[src/rtl/riscv_ctrl_pkg.sv]
// Shared constants and types for the multicycle RV32I controller:
// opcode values, the 4-bit state encoding and the datapath select encodings.
package riscv_ctrl_pkg;

  localparam logic [6:0] OP_R      = 7'b0110011;
  localparam logic [6:0] OP_I      = 7'b0010011;
  localparam logic [6:0] OP_LOAD   = 7'b0000011;
  localparam logic [6:0] OP_STORE  = 7'b0100011;
  localparam logic [6:0] OP_BRANCH = 7'b1100011;
  localparam logic [6:0] OP_JAL    = 7'b1101111;
  localparam logic [6:0] OP_LUI    = 7'b0110111;

  localparam logic [2:0] F3_BEQ = 3'b000;
  localparam logic [2:0] F3_BNE = 3'b001;

  typedef enum logic [3:0] {
    S_FETCH    = 4'd0,
    S_DECODE   = 4'd1,
    S_EXEC_R   = 4'd2,
    S_EXEC_I   = 4'd3,
    S_EXEC_LUI = 4'd4,
    S_ALU_WB   = 4'd5,
    S_MEM_ADR  = 4'd6,
    S_MEM_RD   = 4'd7,
    S_MEM_WB   = 4'd8,
    S_MEM_WR   = 4'd9,
    S_BRANCH   = 4'd10,
    S_JAL      = 4'd11,
    S_HALT     = 4'd12
  } state_e;

  typedef enum logic [1:0] {
    SRCA_OLDPC = 2'b00,
    SRCA_A     = 2'b01,
    SRCA_ZERO  = 2'b10
  } alu_src_a_e;

  typedef enum logic [1:0] {
    SRCB_B    = 2'b00,
    SRCB_FOUR = 2'b01,
    SRCB_IMM  = 2'b10
  } alu_src_b_e;

  typedef enum logic [1:0] {
    ALUOP_ADD   = 2'b00,
    ALUOP_SUB   = 2'b01,
    ALUOP_FUNCT = 2'b10
  } alu_op_e;

  typedef enum logic [1:0] {
    WD_ALUOUT = 2'b00,
    WD_MDR    = 2'b01,
    WD_PC     = 2'b10
  } mem_to_reg_e;

  typedef struct packed {
    logic        mem_req;
    logic        iord;
    logic        mem_write;
    logic        ir_write;
    logic        pc_write;
    logic        pc_write_cond;
    logic        pc_write_cond_ne;
    logic        pc_source;
    alu_src_a_e  alu_src_a;
    alu_src_b_e  alu_src_b;
    alu_op_e     alu_op;
    logic        reg_write;
    mem_to_reg_e mem_to_reg;
    logic        instr_done;
    logic        halted;
  } ctrl_word_t;

  // Opcode dispatch out of DECODE; anything unrecognised halts the core.
  function automatic state_e decode_dispatch(input logic [6:0] opcode);
    case (opcode)
      OP_R:               return S_EXEC_R;
      OP_I:               return S_EXEC_I;
      OP_LOAD, OP_STORE:  return S_MEM_ADR;
      OP_BRANCH:          return S_BRANCH;
      OP_JAL:             return S_JAL;
      OP_LUI:             return S_EXEC_LUI;
      default:            return S_HALT;
    endcase
  endfunction

endpackage

[src/rtl/multicycle_ctrl_outdec.sv]
// Control word decode: current state (plus func3 in BRANCH and the memory
// ready qualifier in memory states) to the datapath control word.
module multicycle_ctrl_outdec
  import riscv_ctrl_pkg::*;
(
  input  state_e     state,
  input  logic [2:0] func3,
  input  logic       mem_ready,
  output ctrl_word_t cw
);

  // One case arm per state; everything not set stays 0.
  always_comb begin
    cw = '0;
    case (state)
      S_FETCH: begin
        cw.mem_req   = 1'b1;
        cw.alu_src_b = SRCB_FOUR;
        cw.ir_write  = mem_ready;
        cw.pc_write  = mem_ready;
      end
      S_DECODE: cw.alu_src_b = SRCB_IMM;
      S_EXEC_R: begin
        cw.alu_src_a = SRCA_A;
        cw.alu_op    = ALUOP_FUNCT;
      end
      S_EXEC_I: begin
        cw.alu_src_a = SRCA_A;
        cw.alu_src_b = SRCB_IMM;
        cw.alu_op    = ALUOP_FUNCT;
      end
      S_EXEC_LUI: begin
        cw.alu_src_a = SRCA_ZERO;
        cw.alu_src_b = SRCB_IMM;
      end
      S_ALU_WB: begin
        cw.reg_write  = 1'b1;
        cw.instr_done = 1'b1;
      end
      S_MEM_ADR: begin
        cw.alu_src_a = SRCA_A;
        cw.alu_src_b = SRCB_IMM;
      end
      S_MEM_RD: begin
        cw.mem_req = 1'b1;
        cw.iord    = 1'b1;
      end
      S_MEM_WB: begin
        cw.reg_write  = 1'b1;
        cw.mem_to_reg = WD_MDR;
        cw.instr_done = 1'b1;
      end
      S_MEM_WR: begin
        cw.mem_req    = 1'b1;
        cw.iord       = 1'b1;
        cw.mem_write  = 1'b1;
        cw.instr_done = mem_ready;
      end
      S_BRANCH: begin
        cw.alu_src_a        = SRCA_A;
        cw.alu_op           = ALUOP_SUB;
        cw.pc_source        = 1'b1;
        cw.pc_write_cond    = (func3 == F3_BEQ);
        cw.pc_write_cond_ne = (func3 == F3_BNE);
        cw.instr_done       = (func3 == F3_BEQ) || (func3 == F3_BNE);
      end
      S_JAL: begin
        cw.pc_write   = 1'b1;
        cw.pc_source  = 1'b1;
        cw.reg_write  = 1'b1;
        cw.mem_to_reg = WD_PC;
        cw.instr_done = 1'b1;
      end
      S_HALT:  cw.halted = 1'b1;
      default: cw.halted = 1'b1;
    endcase
  end

endmodule

[src/rtl/multicycle_ctrl.sv]
// Multicycle RV32I controller: state register, next-state logic and
// memory handshake qualification. Outputs come from the state only.
//
//  state      | meaning
//  -----------+-------------------------------------------------
//  FETCH      | read instruction at PC, PC <= PC+4 on ready
//  DECODE     | ALUOut <= OldPC+imm, dispatch on opcode
//  EXEC_R     | ALU on A,B with func decode
//  EXEC_I     | ALU on A,imm with func decode
//  EXEC_LUI   | ALU passes 0+imm
//  ALU_WB     | write ALUOut to rd, retire
//  MEM_ADR    | ALUOut <= A+imm
//  MEM_RD     | load request at ALUOut, wait for ready
//  MEM_WB     | write MDR to rd, retire
//  MEM_WR     | store request at ALUOut, retire on ready
//  BRANCH     | compare A-B, conditional PC <= ALUOut
//  JAL        | PC <= ALUOut, rd <= PC, retire
//  HALT       | illegal instruction, left only by reset
module multicycle_ctrl
  import riscv_ctrl_pkg::*;
#(
  parameter bit MEM_HS = 1'b1
) (
  input  logic       clk,
  input  logic       rst,
  input  logic [6:0] ir_opcode,
  input  logic [2:0] ir_func3,
  input  logic       mem_ready,
  output logic       mem_req,
  output logic       IorD,
  output logic       MemWrite,
  output logic       IRWrite,
  output logic       PCWrite,
  output logic       PCWriteCond,
  output logic       PCWriteCond_NE,
  output logic       PCSource,
  output logic [1:0] ALUSrcA,
  output logic [1:0] ALUSrcB,
  output logic [1:0] ALUOp,
  output logic       RegWrite,
  output logic [1:0] MemtoReg,
  output logic       instr_done,
  output logic       halted
);

  state_e     state;
  logic       active;
  logic       ready_eff;
  ctrl_word_t cw_raw;
  ctrl_word_t cw;

  assign ready_eff = MEM_HS ? mem_ready : 1'b1;

  // State register and transitions; 'active' keeps all outputs low for the
  // first cycle after reset release so the first request appears one cycle later.
  always_ff @(posedge clk or negedge rst) begin
    if (!rst) begin
      state  <= S_FETCH;
      active <= 1'b0;
    end else begin
      active <= 1'b1;
      if (active) begin
        case (state)
          S_FETCH:    if (ready_eff) state <= S_DECODE;
          S_DECODE:   state <= decode_dispatch(ir_opcode);
          S_EXEC_R,
          S_EXEC_I,
          S_EXEC_LUI: state <= S_ALU_WB;
          S_ALU_WB,
          S_MEM_WB,
          S_JAL:      state <= S_FETCH;
          S_MEM_ADR:  state <= (ir_opcode == OP_STORE) ? S_MEM_WR : S_MEM_RD;
          S_MEM_RD:   if (ready_eff) state <= S_MEM_WB;
          S_MEM_WR:   if (ready_eff) state <= S_FETCH;
          S_BRANCH:   state <= ((ir_func3 == F3_BEQ) || (ir_func3 == F3_BNE)) ? S_FETCH : S_HALT;
          S_HALT:     state <= S_HALT;
          default:    state <= S_HALT;
        endcase
      end
    end
  end

  multicycle_ctrl_outdec u_outdec (
    .state     (state),
    .func3     (ir_func3),
    .mem_ready (ready_eff),
    .cw        (cw_raw)
  );

  assign cw = active ? cw_raw : '0;

  assign mem_req        = cw.mem_req;
  assign IorD           = cw.iord;
  assign MemWrite       = cw.mem_write;
  assign IRWrite        = cw.ir_write;
  assign PCWrite        = cw.pc_write;
  assign PCWriteCond    = cw.pc_write_cond;
  assign PCWriteCond_NE = cw.pc_write_cond_ne;
  assign PCSource       = cw.pc_source;
  assign ALUSrcA        = cw.alu_src_a;
  assign ALUSrcB        = cw.alu_src_b;
  assign ALUOp          = cw.alu_op;
  assign RegWrite       = cw.reg_write;
  assign MemtoReg       = cw.mem_to_reg;
  assign instr_done     = cw.instr_done;
  assign halted         = cw.halted;

endmodule

[config.mk]
export PLATFORM = sky130hd
export DESIGN_NAME = multicycle_ctrl
export DESIGN_NICKNAME = d
export VERILOG_FILES = /design/src/rtl/riscv_ctrl_pkg.sv /design/src/rtl/multicycle_ctrl_outdec.sv /design/src/rtl/multicycle_ctrl.sv
export SDC_FILE = /design/constraint.sdc
export NUM_CORES = 1
export LEC_CHECK = 0
export ABC_CLOCK_PERIOD_IN_PS = 1650
export CORE_ASPECT_RATIO = 0.8
export CORE_MARGIN = 2
export CORE_UTILIZATION = 39
export DETAILED_ROUTE_END_ITERATION = 10
export PLACE_DENSITY = 0.76
export SETUP_SLACK_MARGIN = 0.05
export SYNTH_ARGS = -nofsm -noshare
export SYNTH_HDL_FRONTEND = slang
export SYNTH_HIERARCHICAL = 1
export SYNTH_SLANG_ARGS = --single-unit
[constraint.sdc]
create_clock -name clk -period 1.65 [get_ports clk]
set_input_delay 0.2475 -clock clk [delete_from_list [all_inputs] [get_ports clk]]
set_output_delay 0.2475 -clock clk [all_outputs]
set_load 0.005 [all_outputs]
Word level (Yosys, flattened, before mapping)
Cells that the tools add are included.

operators by class
  equality and inequality tests = 22
  reduce and logical (&&, ||, !) cells = 14
  multiplexer cells = 22

operator list
  kind                                                             number
  4-bit case mux with 8 select lines                               1
  4-bit case mux with 6 select lines                               1
  7-bit by 6-bit == test with 1-bit output, second input constant  3
  4-bit two-way mux                                                5
  19-bit two-way mux                                               1
  4-bit by 3-bit == test with 1-bit output, second input constant  4
  4-bit == test, second input constant                             4
  2-bit case mux with 2 select lines                               4
  7-bit == test, second input constant                             2
  12-bit OR reduction                                              1
  3-bit OR reduction                                               3
  4-bit by 2-bit == test with 1-bit output, second input constant  2
  2-bit OR reduction                                               4
  4-bit OR reduction                                               2
  7-bit by 2-bit == test with 1-bit output, second input constant  1
  7-bit by 5-bit == test with 1-bit output, second input constant  1
  1-bit two-way mux                                                7
  2-bit inequality test, second input constant                     3
  4-bit by 1-bit == test with 1-bit output, second input constant  1
  4-bit logical NOT                                                1
  4-bit AND reduction                                              1
  3-bit by 1-bit == test with 1-bit output, second input constant  1
  3-bit logical NOT                                                1
  1-bit case mux with 3 select lines                               1
  other kinds (3)                                                  3

word-level totals
  logic and storage cells = 60
  output and inout port bits = 19
  bits of input ports = 13
  flip-flop bits (word level) = 5

Longest topological paths before layout
  depth in word-level cells = 4
  mapped depth = 6
  depth with buffers taken out = 5

Cells and area by module
Netlist, hierarchy kept.

modules (own cells, without submodules)
  module                  times used  seq. area each (um2)  cells each  area an instance (um2)
  multicycle_ctrl         1           125.1                 74          579.3
  multicycle_ctrl_outdec  1           0.0                   41          244.0

Worst setup path before layout
No wires, ideal clock.

  path kind = flip-flop to output port
  from = register state[2]
  to = output instr_done
  required time = 1402 ps
  path buffers = 1
  path slack = 66 ps
  arrival = 1337 ps
  stages on the path, launching flop included = 6
  path through = dfrtp_1 > buf_2 > nand2b_1 > mux2_2 > o211ai_1 > and2_1

RTL lines
  item                    RTL line               RTL
  start, declared         multicycle_ctrl.sv:46  state_e state;
  start signal, assigned  multicycle_ctrl.sv:65  S_DECODE: state <= decode_dispatch(ir_opcode);
  start signal, assigned  multicycle_ctrl.sv:72  S_MEM_ADR: state <= (ir_opcode == OP_STORE) ? S_MEM_WR : S_MEM_RD;
  start signal, assigned  multicycle_ctrl.sv:75  S_BRANCH: state <= ((ir_func3 == F3_BEQ) || (ir_func3 == F3_BNE)) ? S_FETCH : S_HALT;
  end, declared           multicycle_ctrl.sv:42  output logic instr_done,

Final worst setup path
  from = register state[3]
  to = register state[3]

on the way
  cells in the longest elaborated chain, start to end = 3
  elaborated cells between the ends (all ways) = 19
  those cells by class = 14 x eq/ne; 1 x mux; 4 x reduce/logical

ends and longest elaborated chain
  item                                                                              RTL line               RTL
  4-bit by 3-bit == test with 1-bit output (tied with other cells)                  multicycle_ctrl.sv:63  case (state)
  3-bit OR reduction (no source line) (tied with other cells)                       --
  4-bit case mux with 8 select lines / 4-bit AND reduction (equally long branches)  --

Several ways; a longest one is shown, not always the timed one.
A chain may end at the register's enable or synchronous reset.

==> results.txt <==
- # H-tree levels: 1
- GR Layer Usage met2: 0.526
* Overall die width: 55.4 µm
- The cell family contributing the most delay on the critical path is buffers and inverters.
* Total Die Area: 2500 µm²
- Delay of the slowest cell on the worst path: 0.42 ns
- Most instantiated flip-flop cell in the synthesis netlist: sky130_fd_sc_hd__dfrtp_1
* Share of post-route cells with drive strength above 1: 0.540
- IO buf count: 31
- Total Wirelength: 4.01 mm
* Latest clock arrival within the worst-skew pair: 0.25 ns
* Hold buffers post-CTS: 0
- Using the TritonRoute via totals, the vias-per-cell ratio works out to 5.84.
* Fill cell total of the finished layout: 98
- The signal on the critical path passes through buf_4, buf_4, buf_4, and4b_1, a21oi_2, o21ai_4, mux2i_1, a21oi_1.
* Category of the worst setup path launch point: flop
- Global-route congestion overflow total: 0
- The synthesized design contains 5 register bits.
* Synth warnings: 6
* Vias in the first global route: 1,170
- Layer with the highest usage: met2
- Fraction of registers with async set or reset after synthesis: 1.00
- After synthesis, the largest family of logic cells by area is simple AND/OR/NAND/NOR gates.
- The cell area that synthesis handed to floorplanning was 823 µm².
- Sequential fraction of the synthesis area: 0.152
- Vias: 1,244
* Placement-stage worst setup slack: -0.565 ns
- In the final layout, the multi-input gates occupy 808 µm².
- Floorplan row count: 14
- Buffer and inverter count on the worst path: 3
- Antenna violations before repair: 0
- For this design the ratio of total power to cell area is 1590 nW/µm².
- Once detailed placement completed, the half-perimeter wirelength came to 1.87 mm.
- Most used cell along the critical path: sky130_fd_sc_hd__buf_4
- The pre-antenna-repair detailed-routing pass consisted of 4 iterations.
- Of the total synthesized cell area, the portion taken by AND, OR, NAND and NOR gates is 0.471.
* Failing checks: negative setup slack
- Relative area change from synthesis to final layout: 106%
* Final Hold Viols: 0
- Of all cell types, the one taking the most synthesized area is sky130_fd_sc_hd__and2_1.
- The floorplan step defined a core boundary enclosing 1940 µm².
- Setup total negative slack on the finished layout was measured at -3.89 ns.
- Status: finished with violations
- Along the worst path, the maximum fanout reaches 6.
- In this run, the number of DRC markers left after iteration 0 of detailed routing was 86.
* # diodes: 0
* CTS max path bufs: 2
- Footprint of the flip-flops and latches: 125 µm²
- Remaining antenna violation count after routing: 0
- Master cell of the clock root buffer: sky130_fd_sc_hd__clkbuf_4
- XOR/XNOR Fraction of Synth Area: 0.0319
- Io pins: 32
- A synthesized cell averages 7.16 µm².
- The number of nets in the synthesized netlist is 128.
* Data arrival, critical path: 2.11 ns
- Clock buffer count from CTS: 3
* CTS tree: done
* Tot GR Track Use: 0.273
- Leaving out filler cells and counting taps, the final layout contains 213.
* Initial core utilization: 0.423
* Layout Nets: 203
- Type of the worst setup path: reg -> reg
- Slew Limit Fails: 0
- Class of the tightest hold or removal check: in -> async
- After layout, the worst setup slack is -0.344 ns.
* Average wire per standard cell: 18.8 µm
* Leak Pwr: 0.807 nW
* Final routed DRC violation total: 0
* Critical path required time: 1.77 ns
- After detailed placement, the design holds a cell count of 185.
- Routability-driven placement finished with a final weighted congestion of 0.946.
- The tool flagged a number of max-cap violations equal to 0.
* Compound-gate portion of the synthesized area: 0.245
* Clock slew seen by the registers of the worst setup and hold paths: 0.06 ns
* Synth top area cells: sky130_fd_sc_hd__and2_1 17%, sky130_fd_sc_hd__dfrtp_1 15%, sky130_fd_sc_hd__a21oi_1 4.9%
* Unrepaired setup endpoints after global routing: true
- In the global route stage, met3 resource usage came out at 0.0544.
- Across the VDD grid, the largest voltage drop is 1.31 mV.
- Synthesis handed over a netlist of 115 instances.
- Count of unique library cells instantiated by Yosys: 46
- Adder and majority gate portion of the synthesized area: 0
* Most frequent standard cell in the layout excluding fill and tap cells: sky130_fd_sc_hd__buf_6
- The synthesized design contains 0 enable-type register cells.
* Minimum clock period after layout: 1.99 ns
- Number of clock sinks: 5
- STA classifies the critical path endpoint as a flop.
- Slowest library cell on the worst path: sky130_fd_sc_hd__dfrtp_1
- The share of synthesized area in the top cell type comes to 0.167.
* Timing-limited maximum frequency: 0.502 GHz
- In this run the vertical extent of the chip is 45.1 µm.
- Leaving out fill and tap cells, the most frequent cells in the layout are 26 x sky130_fd_sc_hd__buf_6, 21 x sky130_fd_sc_hd__buf_4, 18 x sky130_fd_sc_hd__and2_1, 17 x sky130_fd_sc_hd__buf_2, 12 x sky130_fd_sc_hd__clkdlybuf4s50_1.
* Mux share of post-synthesis cell area: 0.0258
* Final setup vio count: 20
* Largest net degree at the start of global routing: 21
- Post-route fraction of the period consumed by the critical path: 1.21
- Across the routed clock network, the largest skew measured is 0.0154 ns.
- Met1 Usage GRT: 0.299
* Global-route wire length before repair: 5.30 mm
layout make-up:
cell class	count	share of cell area
sequential	5	0.0738
multi-input combinational	98	0.477
clock buffer	4	0.0155
timing repair buffer	78	0.407
inverter	4	0.00886
tap	24	0.0177
stage by stage:
step	area, µm²	utilization	hold WS [ns]	power, mW
finish	1700	0.872	0.204	2.70
global route	1700	0.872	0.218	2.81
CTS	1550	0.799	0.220	2.17
detailed placement	1310	0.672	0.482	1.41
global placement	1310	0.672	0.474	1.36
floorplan	823	-	-0.0481	0.921
final timing paths:
check	start	to	slack (ns)	cells after the start
worst max-delay path	state[3]	state[3]	-0.34	8
worst min-delay path	rst	state[3]	0.20	1
max in group asynchronous	rst	state[1]	1.24	1
min in group clk	ir_opcode[0]	state[1]	0.66	3
worst min register to register	state[1]	state[1]	0.78	3
worst max register to register	state[3]	state[3]	-0.34	8
flip-flops by register name (all words and copies together) (netlist names):
| register | flops |
|---|---|
| state | 4 |
| active | 1 |
cell usage after synthesis, types with 2 or more instances:
cell type / number
sky130_fd_sc_hd__nor3b_1: 3
sky130_fd_sc_hd__nor2_1: 10
sky130_fd_sc_hd__o21ai_1: 2
sky130_fd_sc_hd__and2_1: 22
sky130_fd_sc_hd__nand2b_1: 6
sky130_fd_sc_hd__dfrtp_1: 5
sky130_fd_sc_hd__xnor2_1: 2
sky130_fd_sc_hd__inv_1: 4
sky130_fd_sc_hd__buf_2: 4
sky130_fd_sc_hd__nor3_1: 3
sky130_fd_sc_hd__or2_1: 2
sky130_fd_sc_hd__nand2_1: 3
sky130_fd_sc_hd__clkbuf_1: 3
sky130_fd_sc_hd__a21oi_1: 8
sky130_fd_sc_hd__o211ai_1: 3
sky130_fd_sc_hd__nand3b_1: 5
layer usage:
layer | vias up | wire length, µm | share of wire
met5 | - | 0 | 0
met4 | 0 | 205 | 0.051
met3 | 20 | 262 | 0.065
met2 | 76 | 1980 | 0.49
met1 | 594 | 1570 | 0.39
li1 | 554 | - | -
worst register-to-register path: stages, from the launching register on:
cell	delay, ns
sky130_fd_sc_hd__dfrtp_1	0.42
sky130_fd_sc_hd__buf_4	0.15
sky130_fd_sc_hd__buf_4	0.12
sky130_fd_sc_hd__buf_4	0.15
sky130_fd_sc_hd__and4b_1	0.29
sky130_fd_sc_hd__a21oi_2	0.06
sky130_fd_sc_hd__o21ai_4	0.27
sky130_fd_sc_hd__mux2i_1	0.30
sky130_fd_sc_hd__a21oi_1	0.09
logic make-up after synthesis:
group,after synthesis
multiplexers,2
AO/OA/AOI/OAI,28
XOR/XNOR,3
AND/OR/NAND/NOR,64
other,1
flip-flops,5
buffers and inverters,12
where the power goes:
part | switching (mW) | internal [mW]
clock | 0.0588 | 0.0919
sequential | 0.0473 | 0.163
combinational | 1.01 | 1.33
total | 1.12 | 1.58
what timing repair did:
item	in CTS	in global routing
setup buffers	20	10
endpoints found under the setup margin	22	23
resized for setup	114	26
pin swaps	41	25
Note: power is estimated with default switching activity, not from simulation.
==> RTL edit (same settings) <==
Reset style: synchronous (`rst`), changed in one clocked block.
--- a/src/rtl/multicycle_ctrl.sv
+++ b/src/rtl/multicycle_ctrl.sv
@@ -55,3 +55,3 @@
   // first cycle after reset release so the first request appears one cycle later.
-  always_ff @(posedge clk or negedge rst) begin
+  always_ff @(posedge clk) begin
     if (!rst) begin
Check against the original RTL: differs if rst is asserted again (counterexample within 4 cycles, from zero or initial values and one cycle with rst low); with rst held inactive, the same outputs for 10 cycles.
==> RTL edit against the unedited design <==
The run still ends with negative setup slack left. Worst setup slack improved by 0.026 ns. Routed wire length fell by 0.55%. Clock skew shrank 0.0056 ns. Synthesized cell count grew 4.3%. Via count fell by 0.88%. Count of clock-buffer cells in the layout is the same. Sequential cell count unchanged. Cell area down 3.1%. Area after synthesis fell by 2.6%. Critical endpoint is now instr_done.
Power is not compared: it rests on default switching activity, and its combinational part moved more than twofold at a synthesized area within 25%.
==> RTL edit: results <==
[clock_network]
cts.path.max_buffers = 2
clkTransAtPathRegs_ns = 0.05
cts_setup_buffers = 11
post_cts_resized = 104
htreeDepth = 1

[power_and_ir_drop]
totalPowerFinal_w = 0.000884
combPwrFrac_pct = 66.8

[layout]
multi_input_area_um2 = 825
regArea_um2 = 110
clk_share_pct = 1.60
final-nonclk-buf-share_pct = 38.8
layout-drive-gt1-share_pct = 54.3
fin_nets = 202
multi_input_gates = 102
nNonClkBuffers = 73
area_growth_syn_to_layout_pct = 105
fillerInstances = 111

[global_routing]
grt_pass1_vias = 1149
met2_usage_pct = 55.5
grt_pass1_wl_um = 5380
use_met1_pct = 35.2
grt_use_met3_pct = 6.42
grtUsageTotal_pct = 30.8

[logic_synthesis]
synth_compound_area_share_pct = 23.7
synth_fp_nets = 133
synth_commonest_cells = 22 x and2_1, 10 x nand2_1, 10 x nor2_1
yosysWarnings = 6
yosys-top-cells-area = and2_1 17%, dfxtp_1 12%, nand2_1 4.7%, nor2_1 4.7%, nand2b_1 3.9%
seq_area_frac_synth_pct = 12.5
avgSynthCellArea_um2 = 6.68
ys_types = 40
synth_xor_area_share_pct = 3.28
synth_mux_area_share_pct = 2.81
yosys_most_used_dff = dfxtp_1
async_flop_share_pct = 0

[run_status]
status = finished with violations
violations = negative setup slack

[sta]
fin_skew_ns = 0.00982
fin_ws_ns = -0.318
finalSetupTns_ns = -2.91
finalSetupViolCount = 17

[place]
dpl.cell_count = 189
gp_congestion = 0.782
post-place-ws_ns = -0.588
post-dp-hpwl_um = 1950
placed_area_mm2 = 0.00128

[drt]
wl_per_cell_um = 18.8
wl_met1_um = 1520
drtIter0Drc = 50
met3_length_um = 313
wl_met2_um = 2010
dr_total_vias = 1233
drt_wl_total_um = 3990

[critical_path]
cp_slowest_cell = or4_4
cp_top_family = simple AND/OR/NAND/NOR gates
crit_arrival_ns = 1.72
cp_max_fo = 3
cpPeakStageDelay_ns = 0.47

[floorplanning]
die_w_um = 54.7

[hold_path]
hold_class = flip-flop to flip-flop
## RTL edit: cell count changes after synthesis, moves of 2 or more
cell | unedited run | this run
nor2b_1 | 1 | 3
o21ai_0 | 1 | 5
o2111ai_1 | 0 | 2
o21ai_1 | 2 | 0
nand3b_1 | 5 | 3
dfxtp_1 | 0 | 5
nor3_1 | 3 | 5
nand2_1 | 3 | 10
a21oi_1 | 8 | 5
dfrtp_1 | 5 | 0
## RTL edit: kinds of logic (layout without fill, tap and decap cells)
| family | Yosys count | count (layout) |
|---|---|---|
| AOI/OAI and AO/OA | 27 | 27 |
| muxes | 2 | 2 |
| and+or+nand+nor | 70 | 70 |
| buffers and inverters | 13 | 81 |
| DFF | 5 | 5 |
| xor gates and xnor gates | 3 | 3 |
## RTL edit: worst paths after layout
kind	endpoint	from	depth (start not counted)	slack, ns
hold reg to reg	state[1]	state[1]	2	0.51
hold / removal	state[1]	state[1]	2	0.51
setup reg to reg	state[2]	state[2]	8	-0.22
setup / recovery	instr_done	state[2]	6	-0.32
